`config.mk`:
```
export PLATFORM = sky130hd
export DESIGN_NAME = fcvt_i2f_seq
export DESIGN_NICKNAME = d
export VERILOG_FILES = /design/src/rtl/fcvt_i2f_seq.sv
export SDC_FILE = /design/constraint.sdc
export NUM_CORES = 1
export LEC_CHECK = 0
export CORE_UTILIZATION = 40
export DETAILED_ROUTE_END_ITERATION = 8
export PLACE_DENSITY_LB_ADDON = 0.3
export SKIP_LAST_GASP = 1
export SLEW_MARGIN = 30
export SYNTH_ARGS = -nofsm -noshare
export SYNTH_HDL_FRONTEND = slang
export SYNTH_SLANG_ARGS = --single-unit
```
`constraint.sdc`:
```
create_clock -name clk -period 2.2 [get_ports clk]
set_input_delay 0.22 -clock clk [delete_from_list [all_inputs] [get_ports clk]]
set_output_delay 0.22 -clock clk [all_outputs]
set_load 0.02 [all_outputs]
```
`src/rtl/fcvt_i2f_seq.sv`:
```
// Integer-to-single conversion sequencer: accepts FCVT.S.W/WU requests, drives the shared
// signed-only converter for one cycle, extends it to unsigned operands and returns a registered result.
module fcvt_i2f_seq (
    input  logic        clk,
    input  logic        reset_n,
    input  logic        flush,
    input  logic        in_valid,
    output logic        in_ready,
    input  logic        in_unsigned,
    input  logic [31:0] in_int,
    input  logic [2:0]  in_rm,
    input  logic [4:0]  in_rd,
    input  logic [2:0]  frm,
    output logic [31:0] cvt_int,
    output logic [2:0]  cvt_rm,
    input  logic [31:0] cvt_result,
    output logic        out_valid,
    input  logic        out_ready,
    output logic [31:0] out_result,
    output logic [4:0]  out_rd,
    output logic [4:0]  out_fflags,
    output logic        out_illegal
);

    typedef enum logic [1:0] {StIdle, StConv, StDone} state_e;

    localparam logic [2:0] RmRtz = 3'b001;

    state_e      state_q, state_d;
    logic [31:0] op_q, op_d;
    logic        exp_fix_q, exp_fix_d;
    logic [2:0]  rm_q, rm_d;
    logic        illegal_q, illegal_d;
    logic [4:0]  rd_q, rd_d;
    logic        nx_q, nx_d;
    logic [31:0] result_q, result_d;
    logic [4:0]  out_rd_q, out_rd_d;
    logic [4:0]  fflags_q, fflags_d;
    logic        out_ill_q, out_ill_d;

    logic        accept;
    logic [2:0]  eff_rm;
    logic [31:0] mag;
    logic [4:0]  msb;
    logic        nx_calc;

    // Inexact detection on the true magnitude: any set bit below the 24-bit mantissa window.
    always_comb begin
        mag = (!in_unsigned && in_int[31]) ? (~in_int + 32'd1) : in_int;
        msb = '0;
        for (int i = 0; i < 32; i++) begin
            if (mag[i]) msb = 5'(i);
        end
        nx_calc = 1'b0;
        for (int i = 0; i < 32; i++) begin
            if (mag[i] && (i + 23 < int'(msb))) nx_calc = 1'b1;
        end
    end

    assign eff_rm = (in_rm == 3'b111) ? frm : in_rm;

    always_comb begin
        state_d   = state_q;
        op_d      = op_q;
        exp_fix_d = exp_fix_q;
        rm_d      = rm_q;
        illegal_d = illegal_q;
        rd_d      = rd_q;
        nx_d      = nx_q;
        result_d  = result_q;
        out_rd_d  = out_rd_q;
        fflags_d  = fflags_q;
        out_ill_d = out_ill_q;

        in_ready = !flush && ((state_q == StIdle) || ((state_q == StDone) && out_ready));
        accept   = in_valid && in_ready;

        if (accept) begin
            // WU operands above 2^31-1 are halved with a sticky LSB; exponent restored after.
            if (in_unsigned && in_int[31]) begin
                op_d      = {1'b0, in_int[31:2], in_int[1] | in_int[0]};
                exp_fix_d = 1'b1;
            end else begin
                op_d      = in_int;
                exp_fix_d = 1'b0;
            end
            illegal_d = (eff_rm == 3'b101) || (eff_rm == 3'b110) || (eff_rm == 3'b111);
            rm_d      = illegal_d ? RmRtz : eff_rm;
            rd_d      = in_rd;
            nx_d      = nx_calc;
        end

        if ((state_q == StConv) && !flush) begin
            if (illegal_q) begin
                result_d = '0;
                fflags_d = '0;
            end else begin
                result_d = cvt_result + (exp_fix_q ? 32'h0080_0000 : 32'h0);
                fflags_d = {4'b0000, nx_q};
            end
            out_ill_d = illegal_q;
            out_rd_d  = rd_q;
        end

        unique case (state_q)
            StIdle: if (accept) state_d = StConv;
            StConv: state_d = StDone;
            StDone: if (out_ready) state_d = accept ? StConv : StIdle;
            default: state_d = StIdle;
        endcase
        if (flush) state_d = StIdle;
    end

    always_ff @(posedge clk or negedge reset_n) begin
        if (!reset_n) begin
            state_q   <= StIdle;
            op_q      <= '0;
            exp_fix_q <= 1'b0;
            rm_q      <= RmRtz;
            illegal_q <= 1'b0;
            rd_q      <= '0;
            nx_q      <= 1'b0;
            result_q  <= '0;
            out_rd_q  <= '0;
            fflags_q  <= '0;
            out_ill_q <= 1'b0;
        end else begin
            state_q   <= state_d;
            op_q      <= op_d;
            exp_fix_q <= exp_fix_d;
            rm_q      <= rm_d;
            illegal_q <= illegal_d;
            rd_q      <= rd_d;
            nx_q      <= nx_d;
            result_q  <= result_d;
            out_rd_q  <= out_rd_d;
            fflags_q  <= fflags_d;
            out_ill_q <= out_ill_d;
        end
    end

    assign cvt_int     = (state_q == StConv) ? op_q : 32'h0;
    assign cvt_rm      = (state_q == StConv) ? rm_q : RmRtz;
    assign out_valid   = (state_q == StDone);
    assign out_result  = result_q;
    assign out_rd      = out_rd_q;
    assign out_fflags  = fflags_q;
    assign out_illegal = out_ill_q;

endmodule

```
## After elaboration in Yosys (flattened, before gate mapping)

Index checks and enable logic that the tools add are counted.

- Register bits after elaboration: 88
- Input bits: 81
- Word-level logic and storage cells: 106

- Eq/ne operators: 8
- Reductions and logical operators: 21
- Mux-type cells: 54
- Add/sub/neg operators: 2
- Bitwise logic cells: 2
- Order comparisons: 8

Operators with widths:

| kind | count |
|---|---|
| $mux 5 | 29 |
| $mux 32 | 4 |
| $lt 5x5->1 const A | 8 |
| $add 32x1->32 const B | 1 |
| $add 32x24->32 | 1 |
| $not 32->32 | 1 |
| $mux 24 | 1 |
| $logic_and 1x1->1 | 14 |
| $eq 3x3->1 const B | 4 |
| $mux 1 | 12 |
| $mux 3 | 3 |
| $mux 2 | 4 |
| $pmux 2 s3 | 1 |
| $logic_or 1x1->1 | 3 |
| $ne 3x2->1 const B | 1 |
| $ne 3x3->1 const B | 1 |
| $eq 2x1->1 const B | 1 |
| $eq 2x2->1 const B | 1 |
| $logic_not 1->1 | 2 |
| $logic_not 2->1 | 1 |
| $reduce_and 2->1 | 1 |
| $or 1x1->1 | 1 |

## Logic depth before layout (Yosys ltp)

Gate-level depths: netlist of run 1.

- Depth after elaboration: 44
- Depth in mapped cells: 13
- Mapped depth without buffers: 11

## Least setup slack after synthesis of run 1

No wires, ideal clock.

- Kind: input-to-reg
- Start point: input in_int[1]
- End point: register nx_q
- Library setup time: 0.142 ns
- Stages: 12
- Buffers on the path: 2
- Data arrival time: 2.663 ns
- Slack: -0.605 ns
- Cell sequence: clkbuf_1 > inv_1 > ha_1 > or3b_2 > buf_2 > nor4_1 > o221ai_1 > a2111oi_0 > o211ai_1 > a41o_1 > o22ai_1 > a32oi_1

- Cells in the longest elaborated chain, start to end: 44
- Elaborated cells on any way between the ends: 58

RTL lines:

| what | RTL line | text |
|---|---|---|
| start, declared | 10 | `input logic [31:0] in_int,` |
| $not 32->32 | 49 | `mag = (!in_unsigned && in_int[31]) ? (~in_int + 32'd1) : in_int;` |
| $add 32x1->32 | 49 |  |
| $mux 32 * | 49 |  |
| $mux 1 | 52 | `if (mag[i]) msb = 5'(i);` |
| $mux 2 | 52 |  |
| $mux 5 (29 in a row) | 52 |  |
| $lt 5x5->1 | 56 | `if (mag[i] && (i + 23 < int'(msb))) nx_calc = 1'b1;` |
| $logic_and 1x1->1 | 56 |  |
| $mux 1 (7 in a row) | 56 |  |
| $mux 1 * | 56 |  |
| end signal, assigned | 134 | `nx_q <= nx_d;` |
| end, declared | 35 | `logic nx_q, nx_d;` |

Every way passes the cells marked *; elsewhere a longest branch is shown, timed or not.
A chain may end at the register's enable or synchronous reset.

## Worst setup path after layout of run 1

Same ends and word-level chain as after synthesis.

==> tab_implementation.tex, run 1 <==
\begin{tabular}{lr}
\hline
Metric & Value \\
\hline
\multicolumn{2}{l}{\textbf{Status}} \\
Outcome & finished, violations left \\
Failing checks & setup timing \\
\multicolumn{2}{l}{\textbf{Yosys}} \\
Number of synthesized flops with an enable pin & 0 \\
Number of library cell types mapped by synthesis & 81 \\
Share of the yosys chip area belonging to registers & 0.341 \\
Cells after Synth & 764 \\
Xor/xnor share of the synthesized area & 0.0256 \\
Compound-Gate Fraction of Synth Area & 0.206 \\
Mapped Area & between 6000 and 7000 um2 \\
Synth Area in Adders & 0.00609 \\
Dominant combinational cell family by area after synthesis & simple AND/OR/NAND/NOR gates \\
Share of synthesized flip-flops with an asynchronous set or reset & 1.00 \\
Share of cell area taken by muxes after synthesis & 0.0719 \\
Synthesized area divided by synthesized cell count & 8.06 um2 \\
Number of warnings printed during yosys synthesis & 0 \\
Top\_reg\_cell synth & sky130\_fd\_sc\_hd\_\_dfrtp\_1 \\
Simple logic cell fraction of the synthesized area & 0.284 \\
Seq cells post-synth & 84 \\
\multicolumn{2}{l}{\textbf{Setup path}} \\
Largest fanout on the critical path & 6 \\
Worst Setup Start Kind & input pin \\
Cells on worst reg2reg path & 5 \\
Nature of the critical path endpoint & flip-flop \\
Required time at the endpoint of the critical path & 2.40 ns \\
Arr. time, crit path & 2.64 ns \\
Setup Crit Path Kind & input pin to flip-flop \\
\multicolumn{2}{l}{\textbf{GRT}} \\
Total global routing track utilization & 0.251 \\
Largest net degree at the start of global routing & 74 \\
Via count of the first global-routing pass & 6321 \\
Gr ovfl total & 0 \\
Global-route wire length before repair & 32.4 mm \\
Initial antenna violation count & 0 \\
\multicolumn{2}{l}{\textbf{Die}} \\
Die area & 15900 um2 \\
Die boundary height & about 130 um \\
Core Region & 14800 um2 \\
IO Count & 161 \\
Die Wd & around 130 um \\
Row count & 44 \\
Starting density of the core & 0.418 \\
\multicolumn{2}{l}{\textbf{Min path}} \\
Kind of path behind the tightest hold check & input pin to flip-flop \\
Cell count of the worst hold path & 3 \\
\multicolumn{2}{l}{\textbf{Routing}} \\
First-pass iteration count of the detailed router & 7 \\
Remaining design rule violation count & 0 \\
Drt first-iter violations & 542 \\
Final wirelength & 20.4 mm \\
Avg Vias per Cell & 5.58 \\
Avg WL per Cell & approximately 17 um \\
Routed via count & 6722 \\
Number of nets with antenna violations after detailed routing & 0 \\
\multicolumn{2}{l}{\textbf{Timing}} \\
Max Freq & 0.409 GHz \\
Setup repair after global routing missed its margin & yes \\
Maximum clock skew at final layout & 0.00857 ns \\
Post-Route Setup TNS & -0.244 ns \\
Count of final hold-check violations & 0 \\
Worst Slack Setup Final & -0.244 ns \\
Count of final max-slew check failures & 0 \\
Final critical path time including I/O delays and setup & between 2 and 2.5 ns \\
Setup-failing EPs final & 1 \\
Share of the cycle needed by the critical path after routing & 1.11 \\
\multicolumn{2}{l}{\textbf{Final layout}} \\
Post-route cell area & $\sim$9500 um2 \\
Number of antenna repair diodes & 0 \\
Number of fill cells & 1254 \\
Area of the multi-input gates & 4040 um2 \\
Count of non-filler cells in the finished layout & 1204 \\
NumNets Final & between 1000 and 1500 \\
Area grow syn2layout & 54.9\% \\
Share of layout cells above drive strength 1 & 0.271 \\
Sequential cell area & 2100 um2 \\
\multicolumn{2}{l}{\textbf{Placed design}} \\
Placed instance area & roughly 8700 um2 \\
Placed Cells incl. Taps & around 1200 \\
Number of port buffers & 156 \\
Last weighted congestion value of the routability-driven placer & $\sim$0.92 \\
Post-Place Worst Slack & -1.06 ns \\
HPWL after detailed placement & between 10 and 15 mm \\
\multicolumn{2}{l}{\textbf{CTS}} \\
Clock Latency Late Sink & 0.34 ns \\
CTS Sinks & 84 \\
CTS tree & yes \\
Number of H-tree levels & 3 \\
Clk slew on worst S/H paths & $\sim$0.06 ns \\
Cts bufs inserted & 9 \\
Clock root buffer & sky130\_fd\_sc\_hd\_\_clkbuf\_16 \\
Maximum clock insertion buffer count & 2 \\
\multicolumn{2}{l}{\textbf{Pwr}} \\
Cell Pwr Density & 576 nW/um2 \\
Static Leak & 4.27 nW \\
VDD IR-drop max & approximately 0.0004 V \\
Post-route total power & 0.00550 W \\
\multicolumn{2}{l}{\textbf{Job}} \\
Max-capacitance violation count & 0 \\
\hline
\end{tabular}
-- critical path: stages --
cell and delay (ns):
sky130_fd_sc_hd__buf_6 0.10, sky130_fd_sc_hd__buf_6 0.12, sky130_fd_sc_hd__or4_4 0.54, sky130_fd_sc_hd__buf_4 0.17, sky130_fd_sc_hd__o21ai_0 0.25, sky130_fd_sc_hd__nand2b_1 0.09, sky130_fd_sc_hd__a211o_1 0.31, sky130_fd_sc_hd__a311oi_1 0.28
sky130_fd_sc_hd__or3_1 0.19, sky130_fd_sc_hd__a211oi_2 0.07, sky130_fd_sc_hd__o211ai_1 0.17, sky130_fd_sc_hd__a32oi_1 0.12
-- cell families (layout without fill, tap and decap cells) --
| family | after synthesis | after routing |
|---|---|---|
| fa+ha+maj | 3 | 3 |
| mux | 43 | 43 |
| flops | 84 | 84 |
| compound gates | 198 | 198 |
| xor+xnor | 18 | 18 |
| simple gates | 329 | 331 |
| other cells | 1 | 4 |
| buf+inv | 88 | 339 |
-- worst paths after layout --
path	slack, ns	to	from
hold reg to reg	0.47	rd_q[0]	rd_q[0]
min in group asynchronous	0.41	out_rd[0]	reset_n
max in group asynchronous	1.10	rm_q[0]	reset_n
setup reg to reg	0.42	out_result[28]	state_q[1]
hold / removal	0.23	op_q[5]	in_int[5]
setup / recovery	-0.24	nx_q	in_int[1]
-- synth_stat cells, types with 4 or more instances --
| master | count | share of area |
|---|---|---|
| sky130_fd_sc_hd__nand2_1 | 120 | 0.073 |
| sky130_fd_sc_hd__o21ai_0 | 87 | 0.071 |
| sky130_fd_sc_hd__dfrtp_1 | 83 | 0.34 |
| sky130_fd_sc_hd__clkbuf_1 | 52 | 0.032 |
| sky130_fd_sc_hd__nor2_1 | 42 | 0.026 |
| sky130_fd_sc_hd__and2_1 | 37 | 0.038 |
| sky130_fd_sc_hd__nand2b_1 | 34 | 0.035 |
| sky130_fd_sc_hd__mux2i_1 | 33 | 0.054 |
| sky130_fd_sc_hd__a21oi_1 | 23 | 0.019 |
| sky130_fd_sc_hd__nand3_1 | 20 | 0.016 |
| sky130_fd_sc_hd__nor3_1 | 15 | 0.012 |
| sky130_fd_sc_hd__inv_1 | 12 | 0.0073 |
| sky130_fd_sc_hd__a31oi_1 | 11 | 0.011 |
| sky130_fd_sc_hd__xnor2_1 | 11 | 0.016 |
| sky130_fd_sc_hd__buf_2 | 10 | 0.0081 |
| sky130_fd_sc_hd__mux2_2 | 10 | 0.018 |
| sky130_fd_sc_hd__and3_1 | 9 | 0.0091 |
| sky130_fd_sc_hd__nand4_1 | 8 | 0.0081 |
| sky130_fd_sc_hd__o31ai_1 | 8 | 0.0097 |
| sky130_fd_sc_hd__xor2_1 | 7 | 0.010 |
| sky130_fd_sc_hd__a211oi_1 | 6 | 0.0073 |
| sky130_fd_sc_hd__nor4_1 | 6 | 0.0061 |
| sky130_fd_sc_hd__a32oi_1 | 5 | 0.0071 |
| sky130_fd_sc_hd__buf_6 | 5 | 0.0091 |
| sky130_fd_sc_hd__nor2b_1 | 5 | 0.0051 |
| sky130_fd_sc_hd__o211ai_1 | 5 | 0.0061 |
| sky130_fd_sc_hd__or3_1 | 5 | 0.0051 |
| sky130_fd_sc_hd__buf_1 | 4 | 0.0024 |
| sky130_fd_sc_hd__buf_4 | 4 | 0.0049 |
| sky130_fd_sc_hd__nor4_4 | 4 | 0.014 |
| sky130_fd_sc_hd__o21ai_1 | 4 | 0.0032 |
| sky130_fd_sc_hd__o32ai_1 | 4 | 0.0057 |
| sky130_fd_sc_hd__or4_1 | 4 | 0.0049 |
-- placed cells by master (no fill, tap or decap), types with 8 or more instances in the layout --
cell type                         Yosys  final
sky130_fd_sc_hd__nand4_1              8      8
sky130_fd_sc_hd__mux2i_1             33     33
sky130_fd_sc_hd__nor2_1              42     39
sky130_fd_sc_hd__clkbuf_16            0      9
sky130_fd_sc_hd__nand3_1             20     15
sky130_fd_sc_hd__o21ai_0             87     84
sky130_fd_sc_hd__and2_1              37     37
sky130_fd_sc_hd__inv_1               12     10
sky130_fd_sc_hd__nand2_1            120    118
sky130_fd_sc_hd__dfrtp_1             83     83
sky130_fd_sc_hd__a31oi_1             11      9
sky130_fd_sc_hd__dlymetal6s2s_1       0     10
sky130_fd_sc_hd__nand2b_1            34     33
sky130_fd_sc_hd__buf_4                4    138
sky130_fd_sc_hd__buf_6                5     16
sky130_fd_sc_hd__xnor2_1             11     11
sky130_fd_sc_hd__mux2_2              10      8
sky130_fd_sc_hd__nor3_1              15      9
sky130_fd_sc_hd__and3_1               9      8
sky130_fd_sc_hd__clkdlybuf4s50_1      0    124
sky130_fd_sc_hd__a21oi_1             23     21
-- routing by layer --
| layer | GRT usage | routed length [um] | part of all wire | vias up |
|---|---|---|---|---|
| li1 | - | - | - | 3207 |
| met1 | 0.338 | 8790 | 0.43 | 3163 |
| met2 | 0.407 | 9570 | 0.47 | 310 |
| met3 | 0.0514 | 1650 | 0.081 | 42 |
| met4 | 0.0709 | 354 | 0.017 | 0 |
| met5 | 0 | 0 | 0 | - |
-- cell type report --
class                      count  share of cell area
sequential                    84               0.220
tap                          184              0.0241
clock buffer                  10              0.0240
multi-input combinational    597               0.423
timing repair buffer         311               0.295
clock inverter                 6             0.00760
inverter                      12             0.00524
-- repair_timing --
item,CTS,global route
gates cloned,2,0
setup endpoints to repair,1,5
endpoints found under the hold margin,34,0
hold buffers,1,0
pin swaps,38,33
buffers inserted,14,9
resized for setup,103,66
-- sequential cells by signal (all words and copies together), names as in the netlist, 2 cells and up --
register and cells:
op_q 32, rd_q 5, out_result 32, rm_q 3, state_q 2, out_rd 5
-- report_power, final --
group          switching [W]  leakage, nW  internal [W]  total (W)
clock               0.000630        0.137      0.000892    0.00152
combinational        0.00100         3.07      0.000955    0.00196
sequential          0.000163         1.06       0.00185    0.00202
total                0.00180         4.27       0.00370    0.00550
-- metrics by stage --
stage                     hold WS, ns   util
final                           0.229  0.647
after global routing            0.274  0.647
after CTS                       0.284  0.629
after detailed placement        0.217  0.590
after global placement          0.217  0.590
after floorplan               -0.0756      -
Note: power is estimated with default switching activity, not from simulation.
==> run 2: changes to the inputs <==
Settings changed: ABC_AREA from default to 0.
==> results of run 2 <==
No change in the layout: final DEF, timing and power equal those of run 1.
